## src/rtl/dmem_arbiter.sv

```systemverilog
// rtl/dmem_arbiter.sv - round-robin arbiter sharing the data memory between core (m0) and loader (m1)
`timescale 1ns/1ps
module dmem_arbiter #(
  parameter int ADDR_W = 17,
  parameter int DATA_W = 32,
  parameter int RD_LAT = 1
) (
  input  logic              clk,
  input  logic              rst_n,
  input  logic              m0_req,
  input  logic              m0_we,
  input  logic [ADDR_W-1:0] m0_addr,
  input  logic [DATA_W-1:0] m0_wdata,
  output logic              m0_gnt,
  output logic              m0_rvalid,
  output logic [DATA_W-1:0] m0_rdata,
  input  logic              m1_req,
  input  logic              m1_we,
  input  logic [ADDR_W-1:0] m1_addr,
  input  logic [DATA_W-1:0] m1_wdata,
  output logic              m1_gnt,
  output logic              m1_rvalid,
  output logic [DATA_W-1:0] m1_rdata,
  input  logic              m1_lock,
  output logic              mem_en,
  output logic              mem_we,
  output logic [ADDR_W-1:0] mem_addr,
  output logic [DATA_W-1:0] mem_wdata,
  input  logic [DATA_W-1:0] mem_rdata,
  output logic              busy
);

  logic              prio;
  logic              locked;
  logic              cmd_owner;
  logic [RD_LAT-1:0] tag_rd;
  logic [RD_LAT-1:0] tag_own;

  // Grant selection: lock gives m1 exclusive ownership, otherwise round-robin on contention
  always_comb begin
    m0_gnt = 1'b0;
    m1_gnt = 1'b0;
    if (rst_n) begin
      if (locked) begin
        m1_gnt = m1_req;
      end else if (m0_req && m1_req) begin
        m0_gnt = ~prio;
        m1_gnt = prio;
      end else begin
        m0_gnt = m0_req;
        m1_gnt = m1_req;
      end
    end
  end

  // Round-robin pointer moves to the loser; lock state follows each accepted m1 request
  always_ff @(posedge clk or negedge rst_n) begin
    if (!rst_n) begin
      prio   <= 1'b0;
      locked <= 1'b0;
    end else if (m0_gnt) begin
      prio <= 1'b1;
    end else if (m1_gnt) begin
      prio   <= 1'b0;
      locked <= m1_lock;
    end
  end

  // Registered memory command; address and data hold when idle to avoid needless toggling
  always_ff @(posedge clk or negedge rst_n) begin
    if (!rst_n) begin
      mem_en    <= 1'b0;
      mem_we    <= 1'b0;
      mem_addr  <= '0;
      mem_wdata <= '0;
      cmd_owner <= 1'b0;
    end else begin
      mem_en <= m0_gnt | m1_gnt;
      if (m1_gnt) begin
        mem_we    <= m1_we;
        mem_addr  <= m1_addr;
        mem_wdata <= m1_wdata;
        cmd_owner <= 1'b1;
      end else if (m0_gnt) begin
        mem_we    <= m0_we;
        mem_addr  <= m0_addr;
        mem_wdata <= m0_wdata;
        cmd_owner <= 1'b0;
      end else begin
        mem_we <= 1'b0;
      end
    end
  end

  // Read tag pipeline tracks who issued each read so data returns to the right port in order
  always_ff @(posedge clk or negedge rst_n) begin
    if (!rst_n) begin
      tag_rd  <= '0;
      tag_own <= '0;
    end else begin
      tag_rd[0]  <= mem_en & ~mem_we;
      tag_own[0] <= cmd_owner;
      for (int i = 1; i < RD_LAT; i++) begin
        tag_rd[i]  <= tag_rd[i-1];
        tag_own[i] <= tag_own[i-1];
      end
    end
  end

  assign m0_rvalid = tag_rd[RD_LAT-1] & ~tag_own[RD_LAT-1];
  assign m1_rvalid = tag_rd[RD_LAT-1] &  tag_own[RD_LAT-1];
  assign m0_rdata  = mem_rdata;
  assign m1_rdata  = mem_rdata;
  assign busy      = mem_en | (|tag_rd);

endmodule

```

## config.mk

```make
export PLATFORM = sky130hd
export DESIGN_NAME = dmem_arbiter
export DESIGN_NICKNAME = d
export VERILOG_FILES = /design/src/rtl/dmem_arbiter.sv
export SDC_FILE = /design/constraint.sdc
export NUM_CORES = 1
export LEC_CHECK = 0
export BUFFER_PORTS_ARGS = -buffer_cell sky130_fd_sc_hd__buf_4
export CORE_AREA = 3 3 99 101
export CTS_CLUSTER_SIZE = 20
export DETAILED_ROUTE_END_ITERATION = 7
export DIE_AREA = 0 0 102 104
export MAX_ROUTING_LAYER = met4
export PLACE_DENSITY = 0.72
export REMOVE_ABC_BUFFERS = 1
export SYNTH_ARGS = -nofsm -noshare
export SYNTH_HDL_FRONTEND = slang
export SYNTH_SLANG_ARGS = --single-unit
```

## constraint.sdc

```tcl
create_clock -name clk -period 3.27 [get_ports clk]
set_clock_uncertainty 0.2 [all_clocks]
set_input_delay 0.327 -clock clk [delete_from_list [all_inputs] [get_ports clk]]
set_output_delay 0.327 -clock clk [all_outputs]
set_load 0.01 [all_outputs]
```

==> impl_metrics.csv <==
group,metric,value,unit
hold_path,min-delay-path-class,"input pin to flop",
run_status,status,"finished clean",
sta,finalHoldViolations,0,
drt,drtAntennaViolNets,0,
sta,setup_viol,0,
clock_tree,cts.htree.levels,2,
drt,drcViolationCount,0,
logic_synthesis,ys_top_cells_by_count,"64 x buf_4, 56 x dfrtp_1, 50 x and3_1",
power,p_leak,2.057,nW
drt,wl_met1,4.314,mm
grt,grt_pass1_vias,2414,
placement,port-buffer-count,160,
grt,grt_overflow,0,
clock_tree,cts_tree,"done",
sta,maxSlewHeadroom,55.09,%
drt,first_pass_iters,4,
floorplanning,row_count,35,
drt,post_drt_wl_per_cell,25.53,um
sta,period_minus_slack,2.743,ns
logic_synthesis,syn_avg_cell_area,11.36,um2
critical_path,cp_common_cell,"buf_4",
clock_tree,path_clk_slew,0.11,ns
logic_synthesis,ys.flop_type,"dfrtp_1",
clock_tree,clock_path_buffers,2,
finish,drive_above_1_share,51.59,%
floorplanning,start_util,32.06,%
clock_tree,cts_root_buf,"clkbuf_8",
floorplanning,die_area,10610,um2
critical_path,cp-start-kind,"input pin",
floorplanning,core_area,9109,um2
finish,fin_nets,481,
floorplanning,ios,257,
grt,grtUsageTotal,21.52,%
sta,rsz0062_at_grt,"false",
critical_path,crit_required,2.74,ns
critical_path,path_cells,"dlygate4sd3_1, buf_4, and2_1, and2_4, buf_4",
critical_path,endpoint_kind,"output pin",
drt,wl_met3,2.321,mm
logic_synthesis,syn_area,2920,um2
clock_tree,cts.sinks,56,
grt,grt_max_degree,51,
floorplanning,fp.dieW,102,um
drt,first_iter_violations,126,
floorplanning,die-height,104,um
drt,viasPerCell,5.352,
logic_synthesis,ys_warn_count,0,
logic_synthesis,synth-edff-count,0,
grt,antenna_found_initial,1,
placement,dpl-instance-area,3704,um2
drt,wl,11.67,mm
clock_tree,cts_setup_buffers,0,
sta,setup_ws,0.5267,ns
grt,grt_pass1_wl,16.19,mm
power,powerDensity,525.0,nW/um2
sta,finalSetupTns,0,ns
logic_synthesis,ys_ff_latch,56,
logic_synthesis,synth_cell_types,19,
logic_synthesis,synth_top_cell_area_share,47.99,%
logic_synthesis,synth.most_common_cell,"buf_4",
drt,top_layer_used,"met4",
placement,dp_slack,1.008,ns
sta,tightest_slew,0.6737,ns
finish,stdcell_area,3807,um2
sta,max_freq,0.3645,GHz
clock_tree,cts_buffers,5,
logic_synthesis,synthCells,257,
placement,dp_hpwl,9.336,mm
drt,vias,2446,
critical_path,path_class,"input pin to output pin",
clock_tree,clock_latency,0.31,ns
sta,post-route-period-util,83.89,%
critical_path,slowest_stage,"and2_1",
finish,area_growth,30.38,%
critical_path,crit_arrival,2.22,ns
run,maxCapViolations,0,
sta,maxSlewViolCount,0,
logic_synthesis,ys_seq_area_share,47.99,%
logic_synthesis,synthArstFlopShare,100.0,%
drt,wl_met2,4.991,mm
placement,gp_congestion,0.7641,
logic_synthesis,synth_area_leaders,"dfrtp_1 48%, a221o_1 17%, buf_4 16%",
critical_path,cp_max_fo,24,
power,peakVddDrop,0.2129,mV
logic_synthesis,synth_top_cell_by_area,"dfrtp_1",
critical_path,max_stage_delay,0.62,ns
[final timing paths]
kind | from | endpoint | slack, ns | depth (start not counted)
max | rst_n | m1_gnt | 0.53 | 5
max reg2reg | locked | mem_addr[12] | 1.14 | 4
min reg2reg | cmd_owner | tag_own | 0.20 | 0
min | m0_we | mem_we | 0.03 | 2
min in group asynchronous | rst_n | mem_addr[0] | 0.26 | 2
max in group asynchronous | rst_n | mem_wdata[0] | 1.84 | 3
[cell usage in the layout, fill, tap and decap left out]
cell type	count
clkbuf_8	5
a221o_1	49
a22o_1	1
clkinv_4	1
and2_4	1
mux2_4	1
clkinv_2	1
diode_2	1
o21bai_1	1
o21ai_4	1
and3_2	1
inv_1	2
or2_2	1
dfrtp_1	56
nor2b_1	3
dlygate4sd3_1	1
buf_4	164
and3_1	49
and2_1	2
a21o_1	1
or3b_4	1
nand2_1	2
inv_6	1
[sequential cells by signal, indices dropped and copies added (netlist names)]
| register | flops |
|---|---|
| mem_wdata | 32 |
| mem_addr | 17 |
| cmd_owner | 1 |
| locked | 1 |
| mem_en | 1 |
| mem_we | 1 |
| prio | 1 |
| tag_own | 1 |
| tag_rd | 1 |
[layout make-up]
type                            instances  area (um2)
Clock inverter                          3       22.52
Multi-Input combinational cell        114       924.6
Tap cell                              111       138.9
Fill cell                             895        5301
Timing Repair Buffer                  165        1241
Sequential cell                        56        1401
Inverter                                2       7.507
Antenna cell                            1       2.502
Clock buffer                            5       68.82
[layer usage]
metal / track usage [%] / vias up
met4: 2.249 / 0
met1: 24.76 / 1171
li1: - / 1074
met5: - / -
met3: 18.44 / 6
met2: 29.67 / 195
[where the power goes]
part           internal (mW)  total [mW]  switching, mW  leakage (nW)
logic                  0.387       0.671          0.284          1.32
registers              0.839       0.935         0.0963         0.689
clock network          0.154       0.392          0.238        0.0485
total                   1.38        2.00          0.619          2.06
[kinds of logic after synthesis]
kind of cell | synth area share [%]
mux | 0.5140
buf+inv | 20.78
compound gates | 17.78
flops | 47.99
simple gates | 12.94
[per-stage QoR]
step	utilization (%)	total power [mW]	hold slack, ns	cells
after CTS	41.77	2.023	0.01485	456
after global routing	41.80	2.120	0.001047	457
after floorplan	-	1.202	-0.1686	172
final	41.80	1.999	0.02805	457
after global placement	40.66	1.610	0.04157	447
after detailed placement	40.66	1.623	0.04483	447
[what timing repair did]
action	CTS	global route
hold endpoints to repair	19	0
gates resized for setup	0	0
hold buffers	1	0
[critical path, delay by kind of cell]
family,cells,cell delay (ns)
buffers and inverters,3,0.96
AND/OR/NAND/NOR,2,0.92
No activity file was read; power rests on OpenSTA's default activity.
